File: config.mk
export PLATFORM = sky130hd
export DESIGN_NAME = mem_access_unit
export DESIGN_NICKNAME = d
export VERILOG_FILES = /design/src/rtl/mem_access_unit_pkg.sv /design/src/rtl/mem_load_align.sv /design/src/rtl/mem_access_unit.sv
export SDC_FILE = /design/constraint.sdc
export NUM_CORES = 1
export LEC_CHECK = 0
export ABC_CLOCK_PERIOD_IN_PS = 4300
export BUFFER_PORTS_ARGS = -buffer_cell sky130_fd_sc_hd__buf_2
export CAP_MARGIN = 40
export CORE_AREA = 10 10 191 193
export CTS_CLUSTER_DIAMETER = 60
export DETAILED_ROUTE_END_ITERATION = 8
export DIE_AREA = 0 0 201 203
export PLACE_DENSITY = 0.77
export SYNTH_ARGS = -nofsm -noshare
export SYNTH_HDL_FRONTEND = slang
export SYNTH_HIERARCHICAL = 1
export SYNTH_SLANG_ARGS = --single-unit
File: constraint.sdc
create_clock -name Clk -period 4.3 [get_ports Clk]
set_input_delay 0.645 -clock Clk [delete_from_list [all_inputs] [get_ports Clk]]
set_output_delay 0.645 -clock Clk [all_outputs]
set_load 0.02 [all_outputs]
File: src/rtl/mem_access_unit_pkg.sv
// Shared definitions for the Balotelli memory stage: bus widths, access-size
// encodings, FSM state encodings and small address helpers.
package mem_access_unit_pkg;

    localparam int DataWidth        = 64;
    localparam int RegFileAddrWidth = 5;
    localparam int ByteOffsetWidth  = 3;

    typedef enum logic [1:0] {
        MEM_SIZE_B = 2'd0,
        MEM_SIZE_H = 2'd1,
        MEM_SIZE_W = 2'd2,
        MEM_SIZE_D = 2'd3
    } mem_size_e;

    typedef enum logic [1:0] {
        ST_IDLE = 2'd0,
        ST_REQ  = 2'd1,
        ST_RESP = 2'd2
    } mau_state_e;

    // Unshifted byte-lane mask for an access of the given size.
    function automatic logic [7:0] size_byte_mask(input logic [1:0] size);
        logic [7:0] mask;
        case (mem_size_e'(size))
            MEM_SIZE_B: mask = 8'h01;
            MEM_SIZE_H: mask = 8'h03;
            MEM_SIZE_W: mask = 8'h0F;
            MEM_SIZE_D: mask = 8'hFF;
            default:    mask = 8'h00;
        endcase
        return mask;
    endfunction

    // True when the byte offset is not a multiple of the access size.
    function automatic logic is_misaligned(input logic [1:0] size,
                                           input logic [ByteOffsetWidth-1:0] offset);
        logic bad;
        case (mem_size_e'(size))
            MEM_SIZE_B: bad = 1'b0;
            MEM_SIZE_H: bad = offset[0];
            MEM_SIZE_W: bad = |offset[1:0];
            MEM_SIZE_D: bad = |offset[2:0];
            default:    bad = 1'b0;
        endcase
        return bad;
    endfunction

endpackage

File: src/rtl/mem_load_align.sv
// Load data aligner: selects the addressed bytes from an 8-byte-aligned bus
// word, masks them to the access size and sign- or zero-extends the result.
// Purely combinational so a cache refill path can reuse it.
module mem_load_align
    import mem_access_unit_pkg::*;
#(
    parameter int DATA_WIDTH = DataWidth
) (
    input  logic [DATA_WIDTH-1:0]      load_word,
    input  logic [ByteOffsetWidth-1:0] offset,
    input  logic [1:0]                 size,
    input  logic                       is_unsigned,
    output logic [DATA_WIDTH-1:0]      result
);

    logic [DATA_WIDTH-1:0] shifted_s;

    // Shift the addressed byte to lane 0, then mask and extend by size.
    // Bytes beyond the top of the word shift in as zero, which truncates
    // accesses that straddle the 8-byte boundary.
    always_comb begin
        shifted_s = load_word >> {offset, 3'b000};
        result    = shifted_s;
        case (mem_size_e'(size))
            MEM_SIZE_B: result = {{(DATA_WIDTH-8){shifted_s[7] & ~is_unsigned}},
                                  shifted_s[7:0]};
            MEM_SIZE_H: result = {{(DATA_WIDTH-16){shifted_s[15] & ~is_unsigned}},
                                  shifted_s[15:0]};
            MEM_SIZE_W: result = {{(DATA_WIDTH-32){shifted_s[31] & ~is_unsigned}},
                                  shifted_s[31:0]};
            MEM_SIZE_D: result = shifted_s;
            default:    result = shifted_s;
        endcase
    end

endmodule

File: src/rtl/mem_access_unit.sv
// Memory stage of the Balotelli pipeline. Consumes the EX->MEM register,
// issues data-bus requests over a valid/ready handshake, aligns load data and
// produces the rd write-back triple for the MEM->WB register.
// Optional feature: define MEM_MISALIGN_TRAP_EN to trap misaligned accesses
// (adds the MisalignOut port); otherwise boundary-crossing bytes are dropped.
module mem_access_unit
    import mem_access_unit_pkg::*;
#(
    parameter int DATA_WIDTH     = DataWidth,
    parameter int ADDR_WIDTH     = 64,
    parameter int REG_ADDR_WIDTH = RegFileAddrWidth
) (
    input  logic                      Clk,
    input  logic                      Rst,
    input  logic                      InValid,
    input  logic [DATA_WIDTH-1:0]     RdWriteDataIn,
    input  logic [REG_ADDR_WIDTH-1:0] RdAddrIn,
    input  logic                      RdWriteEnableIn,
    input  logic                      MemReadIn,
    input  logic                      MemWriteIn,
    input  logic [1:0]                MemSizeIn,
    input  logic                      MemUnsignedIn,
    input  logic [DATA_WIDTH-1:0]     StoreDataIn,
    output logic                      StallReq,
    output logic                      DReqValid,
    input  logic                      DReqReady,
    output logic [ADDR_WIDTH-1:0]     DReqAddr,
    output logic                      DReqWrite,
    output logic [DATA_WIDTH-1:0]     DReqWData,
    output logic [DATA_WIDTH/8-1:0]   DReqStrb,
    input  logic                      DRespValid,
    input  logic [DATA_WIDTH-1:0]     DRespData,
`ifdef MEM_MISALIGN_TRAP_EN
    output logic                      MisalignOut,
`endif
    output logic                      OutValid,
    output logic [DATA_WIDTH-1:0]     RdWriteDataOut,
    output logic [REG_ADDR_WIDTH-1:0] RdAddrOut,
    output logic                      RdWriteEnableOut
);

    localparam int StrbWidth = DATA_WIDTH / 8;

    mau_state_e                 state_r;

    // Latched access context
    logic [ByteOffsetWidth-1:0] offset_r;
    logic [1:0]                 size_r;
    logic                       unsigned_r;
    logic [REG_ADDR_WIDTH-1:0]  rd_r;
    logic                       we_r;

    // Bus request registers
    logic                       req_valid_r;
    logic [ADDR_WIDTH-1:0]      req_addr_r;
    logic                       req_write_r;
    logic [DATA_WIDTH-1:0]      req_wdata_r;
    logic [StrbWidth-1:0]       req_strb_r;

    // Write-back registers
    logic                       out_valid_r;
    logic [DATA_WIDTH-1:0]      out_data_r;
    logic [REG_ADDR_WIDTH-1:0]  out_rd_r;
    logic                       out_we_r;
`ifdef MEM_MISALIGN_TRAP_EN
    logic                       misalign_r;
`endif

    // Combinational helpers
    logic                       mem_op_s;
    logic                       misalign_s;
    logic                       issue_s;
    logic                       stall_s;
    logic [ADDR_WIDTH-1:0]      addr_in_s;
    logic [ByteOffsetWidth-1:0] offset_in_s;
    logic [DATA_WIDTH-1:0]      store_masked_s;
    logic [DATA_WIDTH-1:0]      wdata_s;
    logic [StrbWidth-1:0]       strb_s;
    logic [DATA_WIDTH-1:0]      load_result_s;

    assign addr_in_s   = ADDR_WIDTH'(RdWriteDataIn);
    assign offset_in_s = addr_in_s[ByteOffsetWidth-1:0];
    assign mem_op_s    = InValid & (MemReadIn | MemWriteIn);

`ifdef MEM_MISALIGN_TRAP_EN
    assign misalign_s  = is_misaligned(MemSizeIn, offset_in_s);
`else
    assign misalign_s  = 1'b0;
`endif

    assign issue_s = (state_r == ST_IDLE) & mem_op_s & ~misalign_s;

    // Right-justified store data masked to the access size and moved to its
    // byte lane; lanes past the top of the word fall off.
    always_comb begin
        store_masked_s = StoreDataIn;
        case (mem_size_e'(MemSizeIn))
            MEM_SIZE_B: store_masked_s = DATA_WIDTH'(StoreDataIn[7:0]);
            MEM_SIZE_H: store_masked_s = DATA_WIDTH'(StoreDataIn[15:0]);
            MEM_SIZE_W: store_masked_s = DATA_WIDTH'(StoreDataIn[31:0]);
            MEM_SIZE_D: store_masked_s = StoreDataIn;
            default:    store_masked_s = StoreDataIn;
        endcase
        wdata_s = store_masked_s << {offset_in_s, 3'b000};
        strb_s  = StrbWidth'(size_byte_mask(MemSizeIn)) << offset_in_s;
    end

    // Stall from the issue cycle until the cycle that completes the access,
    // so the EX->MEM register advances exactly on the completing edge.
    always_comb begin
        stall_s = 1'b0;
        case (state_r)
            ST_IDLE: stall_s = issue_s;
            ST_REQ:  stall_s = ~(DReqReady & req_write_r);
            ST_RESP: stall_s = ~DRespValid;
            default: stall_s = 1'b0;
        endcase
    end

    mem_load_align #(
        .DATA_WIDTH (DATA_WIDTH)
    ) u_load_align (
        .load_word   (DRespData),
        .offset      (offset_r),
        .size        (size_r),
        .is_unsigned (unsigned_r),
        .result      (load_result_s)
    );

    // Access FSM with registered bus request and write-back triple.
    always_ff @(posedge Clk or negedge Rst) begin
        if (!Rst) begin
            state_r     <= ST_IDLE;
            offset_r    <= '0;
            size_r      <= 2'd0;
            unsigned_r  <= 1'b0;
            rd_r        <= '0;
            we_r        <= 1'b0;
            req_valid_r <= 1'b0;
            req_addr_r  <= '0;
            req_write_r <= 1'b0;
            req_wdata_r <= '0;
            req_strb_r  <= '0;
            out_valid_r <= 1'b0;
            out_data_r  <= '0;
            out_rd_r    <= '0;
            out_we_r    <= 1'b0;
`ifdef MEM_MISALIGN_TRAP_EN
            misalign_r  <= 1'b0;
`endif
        end else begin
            out_valid_r <= 1'b0;
            out_we_r    <= 1'b0;
`ifdef MEM_MISALIGN_TRAP_EN
            misalign_r  <= 1'b0;
`endif
            case (state_r)
                ST_IDLE: begin
                    if (InValid && !(MemReadIn || MemWriteIn)) begin
                        out_valid_r <= 1'b1;
                        out_data_r  <= RdWriteDataIn;
                        out_rd_r    <= RdAddrIn;
                        out_we_r    <= RdWriteEnableIn;
                    end else if (issue_s) begin
                        offset_r    <= offset_in_s;
                        size_r      <= MemSizeIn;
                        unsigned_r  <= MemUnsignedIn;
                        rd_r        <= RdAddrIn;
                        we_r        <= RdWriteEnableIn;
                        req_valid_r <= 1'b1;
                        req_addr_r  <= {addr_in_s[ADDR_WIDTH-1:ByteOffsetWidth],
                                        {ByteOffsetWidth{1'b0}}};
                        req_write_r <= MemWriteIn;
                        req_wdata_r <= wdata_s;
                        req_strb_r  <= strb_s;
                        state_r     <= ST_REQ;
`ifdef MEM_MISALIGN_TRAP_EN
                    end else if (mem_op_s) begin
                        // Misaligned: report the faulting address, no bus access.
                        out_valid_r <= 1'b1;
                        out_data_r  <= RdWriteDataIn;
                        out_rd_r    <= RdAddrIn;
                        misalign_r  <= 1'b1;
`endif
                    end else begin
                        state_r <= ST_IDLE;
                    end
                end
                ST_REQ: begin
                    if (DReqReady) begin
                        req_valid_r <= 1'b0;
                        if (req_write_r) begin
                            out_valid_r <= 1'b1;
                            out_rd_r    <= rd_r;
                            state_r     <= ST_IDLE;
                        end else begin
                            state_r <= ST_RESP;
                        end
                    end else begin
                        state_r <= ST_REQ;
                    end
                end
                ST_RESP: begin
                    if (DRespValid) begin
                        out_valid_r <= 1'b1;
                        out_data_r  <= load_result_s;
                        out_rd_r    <= rd_r;
                        out_we_r    <= we_r;
                        state_r     <= ST_IDLE;
                    end else begin
                        state_r <= ST_RESP;
                    end
                end
                default: begin
                    req_valid_r <= 1'b0;
                    state_r     <= ST_IDLE;
                end
            endcase
        end
    end

    assign StallReq         = stall_s;
    assign DReqValid        = req_valid_r;
    assign DReqAddr         = req_addr_r;
    assign DReqWrite        = req_write_r;
    assign DReqWData        = req_wdata_r;
    assign DReqStrb         = req_strb_r;
    assign OutValid         = out_valid_r;
    assign RdWriteDataOut   = out_data_r;
    assign RdAddrOut        = out_rd_r;
    assign RdWriteEnableOut = out_we_r;
`ifdef MEM_MISALIGN_TRAP_EN
    assign MisalignOut      = misalign_r;
`endif

endmodule
Yosys cells after proc, flatten, opt, wreduce, memory -nomap -nowiden

Index checks and enable logic that the tools add are counted.

Flip-flop bits (word level): 220
Latch bits: 0
Memory bits (read-only): 0
Memories kept: 0
RAM bits: 0

Bitwise logic cells: 12
Divide/modulo/power cells: 0
Shifts and indexed selects: 3
Equality and inequality tests: 14
Multiplexer cells: 30
$mul: 0
$add $sub $neg: 0
Order comparisons: 0
Reductions and logical operators: 12

Operators by type and width:

| operator           | count |
|---|---|
| $pmux 64 s4        | 2 |
| $mux 64            | 2 |
| $pmux 64 s2        | 1 |
| $shl 64x6->64      | 1 |
| $shr 64x6->64      | 1 |
| $pmux 8 s4         | 1 |
| $mux 5             | 4 |
| $pmux 5 s3         | 1 |
| $eq 2x2->1 const B | 5 |
| $mux 1             | 10 |
| $ne 2x2->1 const B | 5 |
| $pmux 1 s3         | 3 |
| $mux 2             | 4 |
| $shl 8x3->8        | 1 |
| $and 1x1->1        | 6 |
| $eq 2x1->1 const B | 3 |
| $logic_not 2->1    | 3 |
| $pmux 2 s3         | 1 |
| $reduce_and 3->1   | 2 |
| $not 1->1          | 5 |
| $reduce_and 5->1   | 1 |
| $reduce_and 4->1   | 1 |
| $reduce_bool 3->1  | 1 |
| $ne 2x1->1 const B | 1 |
| other kinds (6)    | 6 |

Longest topological paths before layout

Depth in word-level cells: 6
Gate-level depth with buffers: 9
Gate-level depth less buffers: 6

Hierarchy

Netlist, hierarchy kept.

Modules (own cells, without submodules):

| module          | cells an instance | area an instance (sq um) | instances |
|---|---|---|---|
| mem_access_unit | 1067              | 10273.6                  | 1 |
| mem_load_align  | 258               | 2543.7                   | 1 |

Least setup slack after synthesis

OpenSTA, ideal clock, no wires.

Path kind: register to output
From: register state_r[0]
To: output StallReq
Arrival: 1809 ps
Data required time: 3655 ps
Slack: 1846 ps
Cell stages (with the launch flop): 8
Path through: dfrtp_1 -> inv_1 -> ha_1 -> o211ai_1 -> buf_2 -> clkbuf_1 -> clkbuf_1 -> a21oi_1

Cells in the longest elaborated chain, start to end: 3
Elaborated cells between the ends (all ways): 5
Classes of those cells: 2 x eq/ne; 1 x mux; 1 x bitwise; 1 x reduce/logical

Ends and longest elaborated chain:

| what                   | line                                          | RTL |
|---|---|---|
| from (decl)            | mem_access_unit.sv:44                         | `mau_state_e state_r;` |
| from (signal assigned) | mem_access_unit.sv:133                        | `state_r <= ST_IDLE;` |
| from (signal assigned) | mem_access_unit.sv:176                        | `state_r <= ST_REQ;` |
| from (signal assigned) | mem_access_unit.sv:186                        | `state_r <= ST_IDLE;` |
| $logic_not 2->1        | mem_access_unit.sv:91, mem_access_unit.sv:112 |  |
| $and 1x1->1            | mem_access_unit.sv:91                         | `assign issue_s = (state_r == ST_IDLE) & mem_op_s & ~misalign_s;` |
| $pmux 1 s3 (*)         | mem_access_unit.sv:112                        | `case (state_r)` |
| to (decl)              | mem_access_unit.sv:24                         | `output logic StallReq,` |

Every way passes the cells marked *; elsewhere a longest branch is shown, timed or not.

Worst setup path after layout

Ends and elaborated chain as after synthesis.

==> results.yml <==
synth:
  syn-cell-area_sq_um: 12820
  ys_seq_area_frac: 0.4295
  ys_ff_latch: 220
  synth_edf_count: 0
  yosys_warnings: 6
  ys.flop_type: "dfrtp_1"
  async_reset_ff_frac: 1.000
  syn_inst: 1325
  ys_types: 63
  syn_area_per_cell_sq_um: 9.673
cts:
  tritoncts: "built"
  path_clk_slew_ps: 60
  h-tree-depth: 1
  root_buffer: "clkbuf_16"
  postCtsSetupBuffers: 0
  clock_latency_ps: 540
  cts.sinks: 220
  holdBufCountCts: 0
  cts_buffers: 26
  cts_max_path_buffers: 3
  postCtsResizedCells: 0
power:
  combPwrFrac: 0.532
  ir_drop_mv: 0.3357
  totalPowerFinal_mw: 12.85
  powerDensity_nw_per_um2: 802.0
  clkPwrFrac: 0.184
  pwr-share-seq: 0.284
  sw_frac_of_total: 0.4669
  power.leakage_nw: 7.637
  p_sw_mw: 6.001
  internal_power_mw: 6.851
global_routing:
  overflow: 0
  grt_pass1_vias: 12390
  grt_max_degree: 164
  grt_pass1_wl_mm: 79.11
  gr-usage-all-layers: 0.2465
  antenna_found_initial: 5
floorplanning:
  start_util: 0.3949
  die-area_sq_um: 40800
  ios: 418
  die_w_um: 201
  die_y_um: 203
  std_cell_rows: 66
  core-area_sq_um: 32450
worst_setup_path:
  cp-end-kind: "primary output"
  cp_max_fo: 163
  required_ps: 3650
  crit_arrival_ps: 2600
  worstSetupPathType: "flip-flop to primary output"
  cp-start-kind: "flip-flop"
layout:
  regArea_sq_um: 5508
  areaGrowthSynthToFinish_pct: 25.03
  fillers: 3018
  multi_input_area_sq_um: 6663
  final_cells: 2144
  final_layout_size_suffix_gt1_frac: 0.3479
  fin_area_sq_um: 16030
  layout.nets: 1891
  final_common_cell: "buf_2"
  final_cell_mix: "buf_2, nand2_1, dfrtp_1"
place:
  placed_cells: 2093
  dp_hpwl_mm: 40.95
  gp_congestion: 0.9930
  io_buffers: 414
  placed_area_sq_um: 15100
sta:
  setup_viol: 0
  finalCritPeriodShare: 0.7536
  holdWs_ps: 165.3
  min_period_ps: 3240
  slew-limit-headroom: 0.3822
  hold_violations: 0
  setup-tns-final_ps: 0
  worstMarginPinSlew_ps: 926.6
  slew_violations: 0
  clock_skew_ps: 16.29
  grt_setup_unrepaired: "false"
  fmax_mhz: 308.6
outcome:
  status: "completed"
job:
  maxCapViolCount: 0
route:
  vias_per_cell: 5.716
  drtPass1Iterations: 6
  vias: 12260
  routedWlPerCell_um: 24.54
  drt_iter0_markers: 1065
  drc: 0
  wl_mm: 52.62
  ant_nets: 0
hold_path:
  hold_class: "input pin to async pin"
==> synth_stat cells (2+ instances only) <==
cell | count | share of area
nand2_1 | 301 | 0.088
dfrtp_1 | 220 | 0.43
mux2i_1 | 120 | 0.094
nor2_1 | 98 | 0.029
a21oi_1 | 83 | 0.032
o21ai_0 | 61 | 0.024
a22oi_1 | 45 | 0.026
buf_2 | 39 | 0.015
clkbuf_1 | 38 | 0.011
mux4_2 | 35 | 0.061
nand4_2 | 25 | 0.024
buf_6 | 22 | 0.019
a22o_1 | 17 | 0.012
o22ai_1 | 17 | 0.0083
buf_1 | 12 | 0.0035
nand3_1 | 12 | 0.0047
nand3_2 | 10 | 0.0078
nand2b_1 | 9 | 0.0044
o31ai_1 | 9 | 0.0053
a221oi_1 | 8 | 0.0055
a222oi_1 | 8 | 0.0062
mux2_1 | 8 | 0.0070
nand4_1 | 8 | 0.0039
o21a_1 | 8 | 0.0047
o21ai_1 | 8 | 0.0031
o221ai_1 | 8 | 0.0055
o22a_1 | 8 | 0.0055
buf_4 | 7 | 0.0041
inv_1 | 7 | 0.0021
mux2_2 | 7 | 0.0062
nor2b_1 | 7 | 0.0034
o2bb2ai_1 | 7 | 0.0048
a21oi_2 | 6 | 0.0041
nor3_1 | 5 | 0.0020
ha_1 | 4 | 0.0039
a31oi_1 | 3 | 0.0015
nor3_2 | 3 | 0.0023
a21o_1 | 2 | 0.0012
a22oi_2 | 2 | 0.0020
a32o_1 | 2 | 0.0016
and2_1 | 2 | 0.00098
nor3b_1 | 2 | 0.0012
o211ai_1 | 2 | 0.0012
==> layer usage <==
| metal | vias up | global-route usage | part of all wire |
|---|---|---|---|
| met1 | 5916 | 0.2894 | 0.38 |
| met3 | 105 | 0.08629 | 0.11 |
| li1 | 5473 | - | - |
| met2 | 753 | 0.4099 | 0.47 |
| met4 | 8 | 0.08818 | 0.037 |
| met5 | - | 0 | 0.0011 |
==> sequential cells by signal, indices dropped and copies added (netlist names), 2 cells and up <==
signal / cells
RdWriteDataOut: 64
RdAddrOut: 5
offset_r: 3
state_r: 2
DReqStrb: 8
DReqWData: 64
rd_r: 5
DReqAddr: 61
size_r: 2
==> final timing paths <==
| kind | start | end | slack [ps] | cells past startpoint |
|---|---|---|---|---|
| hold reg to reg | DReqAddr[56] | DReqAddr[56] | 470 | 2 |
| min in group Clk | RdWriteDataIn[62] | DReqAddr[62] | 310 | 3 |
| hold / removal | Rst | DReqStrb[0] | 170 | 1 |
| max in group asynchronous | Rst | DReqAddr[25] | 3060 | 2 |
| setup / recovery | state_r[0] | StallReq | 1060 | 6 |
| setup reg to reg | offset_r[2] | RdWriteDataOut[32] | 1420 | 7 |
==> logic make-up (layout without fill, tap and decap cells) <==
| logic type | Yosys count | after routing | share of synthesized area |
|---|---|---|---|
| other | 1 | 6 | 0.0002926 |
| buffers and inverters | 126 | 498 | 0.05564 |
| AO/OA/AOI/OAI | 314 | 314 | 0.1637 |
| multiplexers | 172 | 172 | 0.1706 |
| flip-flops | 220 | 220 | 0.4295 |
| AND/OR/NAND/NOR | 488 | 488 | 0.1763 |
| adder cells (fa/ha/maj) | 4 | 4 | 0.003905 |
==> power by group through the flow <==
stage / logic (mW) / registers (mW) / clock network [mW]
3_5_place_dp: 6.87 / 3.66 / 0
5_1_grt: 7.40 / 3.76 / 2.50
2_1_floorplan: 3.66 / 4.55 / 0
4_1_cts: 6.88 / 3.64 / 2.40
3_3_place_gp: 6.75 / 3.63 / 0
6_report: 6.84 / 3.65 / 2.36
==> final cells by class <==
type	count	area share
inverters	8	0.001874
clock buffers	33	0.04669
well taps	442	0.03451
clock inverters	15	0.01085
multi-input cells	981	0.4158
repair buffers	442	0.1462
flip-flops and latches	220	0.3437
diodes	3	0.0004685
==> per-stage QoR <==
stage                     setup slack [ps]    util
final                                 1060  0.4938
after global routing                 914.5  0.4936
after CTS                             1025  0.4936
after detailed placement              1459  0.4651
after global placement                1517  0.4637
after floorplan                       1846       -
==> critical path, cell delays in order, from the launching register on <==
cell and delay [ps]:
dfrtp_1 400, inv_1 110, ha_1 330, o211ai_1 240, buf_12 590, a21oi_1 160
buf_2 200
Note: power is estimated with default switching activity, not from simulation.
